### config.mk
export PLATFORM = sky130hd
export DESIGN_NAME = piso_arb_ctrl
export DESIGN_NICKNAME = d
export VERILOG_FILES = /design/src/rtl/piso_arb_ctrl.sv
export SDC_FILE = /design/constraint.sdc
export NUM_CORES = 1
export LEC_CHECK = 0
export ABC_AREA = 1
export CAP_MARGIN = 10
export CORE_UTILIZATION = 35
export DETAILED_ROUTE_END_ITERATION = 8
export HOLD_SLACK_MARGIN = 0.15
export SYNTH_ARGS = -nofsm -noshare
export SYNTH_HDL_FRONTEND = slang
export SYNTH_SLANG_ARGS = --single-unit
### constraint.sdc
create_clock -name clk -period 2.1 [get_ports clk]
set_input_delay 0.42 -clock clk [delete_from_list [all_inputs] [get_ports clk]]
set_output_delay 0.42 -clock clk [all_outputs]
set_load 0.01 [all_outputs]
### src/rtl/piso_arb_ctrl.sv
// piso_arb_ctrl: round-robin front end for a shared piso shift register.
// Two requesters hand over words via valid/ready. The block loads the
// winning word into the piso and sequences WIDTH shift cycles. It then
// waits GAP idle cycles and flags which so bits belong to which frame.
module piso_arb_ctrl #(
  parameter int WIDTH = 4,
  parameter int GAP   = 1
) (
  input  logic             clk,
  input  logic             rst,
  input  logic             req0_valid,
  input  logic [WIDTH-1:0] req0_data,
  output logic             req0_ready,
  input  logic             req1_valid,
  input  logic [WIDTH-1:0] req1_data,
  output logic             req1_ready,
  output logic             piso_load,
  output logic [WIDTH-1:0] piso_pi,
  output logic             frame_valid,
  output logic             frame_first,
  output logic             frame_last,
  output logic             frame_src,
  output logic             busy
);

  localparam int CNT_W = (WIDTH > 1) ? $clog2(WIDTH) : 1;
  localparam logic [CNT_W-1:0] BIT_LAST = CNT_W'(WIDTH - 1);
  localparam logic [3:0]       GAP_LAST = 4'((GAP > 0) ? GAP - 1 : 0);

  typedef enum logic [1:0] {ST_IDLE, ST_LOAD, ST_SHIFT, ST_GAP} state_t;

  state_t           state_q, state_d;
  logic [WIDTH-1:0] hold_q;
  logic [CNT_W-1:0] bit_cnt_q;
  logic [3:0]       gap_cnt_q;
  logic             last_grant_q;
  logic             src_q;
  logic             grant0, grant1;

  // State register; the partial frame is simply dropped on reset
  always_ff @(posedge clk or posedge rst) begin
    if (rst) state_q <= ST_IDLE;
    else     state_q <= state_d;
  end

  // Next state, arbitration and per-state strobes
  always_comb begin
    state_d     = state_q;
    grant0      = 1'b0;
    grant1      = 1'b0;
    piso_load   = 1'b0;
    frame_valid = 1'b0;
    frame_first = 1'b0;
    frame_last  = 1'b0;
    case (state_q)
      ST_IDLE: begin
        // Tie goes to the requester that was not granted last time;
        // reset is folded in so no ready escapes while rst is high.
        grant0 = !rst && req0_valid && (!req1_valid ||  last_grant_q);
        grant1 = !rst && req1_valid && (!req0_valid || !last_grant_q);
        if (grant0 || grant1) state_d = ST_LOAD;
      end
      ST_LOAD: begin
        piso_load = 1'b1;
        state_d   = ST_SHIFT;
      end
      ST_SHIFT: begin
        frame_valid = 1'b1;
        frame_first = (bit_cnt_q == '0);
        frame_last  = (bit_cnt_q == BIT_LAST);
        if (bit_cnt_q == BIT_LAST) state_d = (GAP > 0) ? ST_GAP : ST_IDLE;
      end
      ST_GAP: begin
        if (gap_cnt_q == GAP_LAST) state_d = ST_IDLE;
      end
      default: state_d = ST_IDLE;
    endcase
  end

  // Captured word, ownership, fairness pointer and cycle counters
  always_ff @(posedge clk or posedge rst) begin
    if (rst) begin
      hold_q       <= '0;
      src_q        <= 1'b0;
      last_grant_q <= 1'b1;
      bit_cnt_q    <= '0;
      gap_cnt_q    <= '0;
    end else begin
      if (grant0 || grant1) begin
        hold_q       <= grant1 ? req1_data : req0_data;
        src_q        <= grant1;
        last_grant_q <= grant1;
      end
      if (state_q == ST_LOAD)
        bit_cnt_q <= '0;
      else if (state_q == ST_SHIFT && bit_cnt_q != BIT_LAST)
        bit_cnt_q <= bit_cnt_q + 1'b1;
      if (state_q == ST_GAP) gap_cnt_q <= gap_cnt_q + 4'd1;
      else                   gap_cnt_q <= 4'd0;
    end
  end

  assign req0_ready = grant0;
  assign req1_ready = grant1;
  assign piso_pi    = hold_q;
  assign frame_src  = src_q;
  assign busy       = (state_q != ST_IDLE);

endmodule

==> impl_metrics.yaml <==
yosys:
  ys_seq_area_frac: 0.4169
  synth_nets: 126
  synth-seq-cells: 14
  netlist_instances: 106
  syn-cell-area_um2: 843.3
  syn_avg_cell_area_um2: 7.956
  synth_cell_types: 20
  yosysWarningCount: 0
pwr:
  switching_power_uw: 569.9
  pwr-share-clk: 0.132
  vdd_drop_max_mv: 0.5961
  seqPwrFrac: 0.309
  p_comb_frac: 0.559
  powerDensity_nw_per_um2: 1203
  power.total_uw: 1465
  p_int_uw: 895.1
  swShare: 0.3890
  leakage_uw: 0.0006706
floorplan:
  io-pin-count: 24
  die_area_um2: 2610
  dieWidth_um: 51.09
  die-height_um: 51.09
  fp.coreArea_um2: 2233
  core.rowCount: 17
  start_util: 0.3776
route:
  drtAntennaViolNets: 0
  routed-via-count: 759
  wl_per_cell_um: 10.71
  drtPass1Iterations: 3
  dr.first_iter.drc_count: 10
  viasPerCell: 4.491
  drt_wl_total_um: 1810
  route.detailed.drc: 0
critical_path:
  cp_max_fo: 2
  critPathSlowestCell: "clkdlybuf4s50_1"
  reg2regPathDepth: 6
  crit_top_cell: "clkdlybuf4s50_1"
  ff2ff_setup_slack_ns: 0.71
  arrival_ns: 1.64
  cp_cell_sequence: "clkdlybuf4s50_1 -> nand2_1 -> nand3_4 -> inv_1 -> clkdlybuf4s50_1"
  r2r_end: "bit_cnt_q[1]$_DFFE_PP0P_"
  r2r-start: "state_q[0]$_DFFE_PP0P_"
  critPathMaxStageDelay_ns: 0.52
  cpLargestDelayFamily: "buffers and inverters"
  crit_type: "input pin to primary output"
  cp.depth: 5
  path_buf_inv: 3
  start_kind: "input pin"
  cp-end-kind: "primary output"
  worstPathRequired_ns: 1.68
status:
  status: "complete, no violations"
place:
  gp_congestion: 0.7060
  io_buffers: 23
  dp_hpwl_um: 1437
  place_area_um2: 1150
global_routing:
  antenna_found_initial: 0
  first_global_vias: 738
  grt_start_max_net_pins: 15
  grt.overflow.total: 0
  grt_usage: 0.1503
  grt_pass1_wl_um: 2932
cts:
  clk_pin_slew_ns: 0.09
  cts.htree.levels: 1
  cts-hold-fix-buffers: 0
  cts_made_buffers: 3
  cts.sinks: 14
  root_buffer: "clkbuf_4"
  cts_tree: "done"
  clk_path_buf_depth: 2
  insertion_delay_ns: 0.27
layout:
  multi_input_area_um2: 420.4
  area_growth_pct: 44.36
  seqCellArea_um2: 351.6
  antenna_cells: 0
  nets: 162
  drive_gt1_frac: 0.1844
  final_util: 0.5451
  fill_cells: 221
  design_area_um2: 1217
sta:
  fin_crit_ns: 2.056
  holdWs_ns: 0.4681
  finalCritPeriodShare: 0.9792
  worst_pin_slew_ns: 0.2199
  max_freq_ghz: 0.4863
  skew_ns: 0.001006
  setup-tns-final_ns: 0
  hold_viol: 0
  rsz0062_at_grt: "true"
  max_slew_margin: 0.8525
  drv_slew: 0
  setup_violations: 0
job:
  drv_cap: 0
min_path:
  worstHoldPathType: "input pin to asynchronous set/reset pin"
==> timing repair <==
action | CTS | global route
endpoints found under the setup margin | 4 | 4
gates resized for setup | 8 | 2
gates cloned | 0 | 0
buffers inserted | 0 | 2
pin swaps | 0 | 0
==> cell families after synthesis <==
logic type      synth area share
simple gates              0.3160
buf+inv                   0.1053
flops                     0.4169
fa+ha+maj                 0.1187
compound gates           0.03265
xor+xnor                 0.01039
==> per-layer routing <==
metal  GRT usage  wire length, µm
met1      0.1741              827
met2      0.2719              910
met3     0.01786               63
met4     0.06944                9
met5           0                0
==> stage by stage <==
| step | setup slack [ns] | cells |
|---|---|---|
| after floorplan | 0.7082 | 106 |
| after global placement | -0.08806 | 163 |
| after detailed placement | -0.09701 | 163 |
| after CTS | 0.001551 | 167 |
| after global routing | -0.01647 | 169 |
| final | 0.04367 | 169 |
==> flip-flops by register name, indices dropped and copies added, names as in the netlist <==
register	count
bit_cnt_q	2
frame_src	1
gap_cnt_q	4
last_grant_q	1
piso_pi	4
state_q	2
==> how the worst max path moves through the flow <==
stage | from | end
floorplan | state_q[0]$_DFFE_PP0P_ | req0_ready
global placement | req1_valid | req1_ready
detailed placement | rst | req0_ready
CTS | state_q[0]$_DFFE_PP0P_ | frame_first
global route | state_q[1]$_DFFE_PP0P_ | req1_ready
finish | req0_valid | req1_ready
==> Yosys cell counts <==
master | number | area, µm²
nand3_2 | 1 | 10.01
dfstp_2 | 1 | 26.28
a211oi_1 | 1 | 7.510
dfrtp_1 | 13 | 325.3
nand4_1 | 4 | 25.02
xor2_1 | 1 | 8.760
inv_4 | 1 | 6.260
nor2_4 | 1 | 11.26
a21oi_1 | 2 | 10.01
inv_2 | 2 | 7.510
nand2_4 | 1 | 11.26
inv_1 | 17 | 63.81
nor2_1 | 8 | 30.03
buf_6 | 1 | 11.26
nand3_4 | 1 | 17.52
ha_1 | 8 | 100.1
nor3_1 | 1 | 5.000
o21ai_0 | 2 | 10.01
nand2_1 | 35 | 131.4
nand3_1 | 5 | 25.02
==> final cells by class <==
class	count	share of cell area
Sequential cell	14	0.2888
Tap cell	28	0.02878
Clock buffer	4	0.02980
Inverter	20	0.06372
Multi-Input combinational cell	71	0.3453
Timing Repair Buffer	32	0.2436
==> worst min-delay path: cells and delay by family <==
family	cells	cell delay (ns)
buffers and inverters	4	0.69
==> power groups by stage <==
stage | combinational (µW) | clock [µW] | sequential [µW]
CTS | 805 | 202 | 455
global route | 911 | 210 | 464
floorplan | 439 | 0 | 469
finish | 819 | 194 | 452
global placement | 747 | 0 | 454
detailed placement | 769 | 0 | 460
==> layout by cell type, fill, tap and decap left out, drive strengths merged <==
cell	count
nand3	7
dfstp	1
nor3	1
dfrtp	13
clkdlybuf4s50	19
a211oi	1
xor2	1
nand2	36
a21oi	2
inv	20
dlymetal6s2s	1
dlygate4sd2	3
nand4	4
nor2	9
o21ai	2
ha	8
clkbuf	4
buf	9
(Power assumes the default switching activity.)
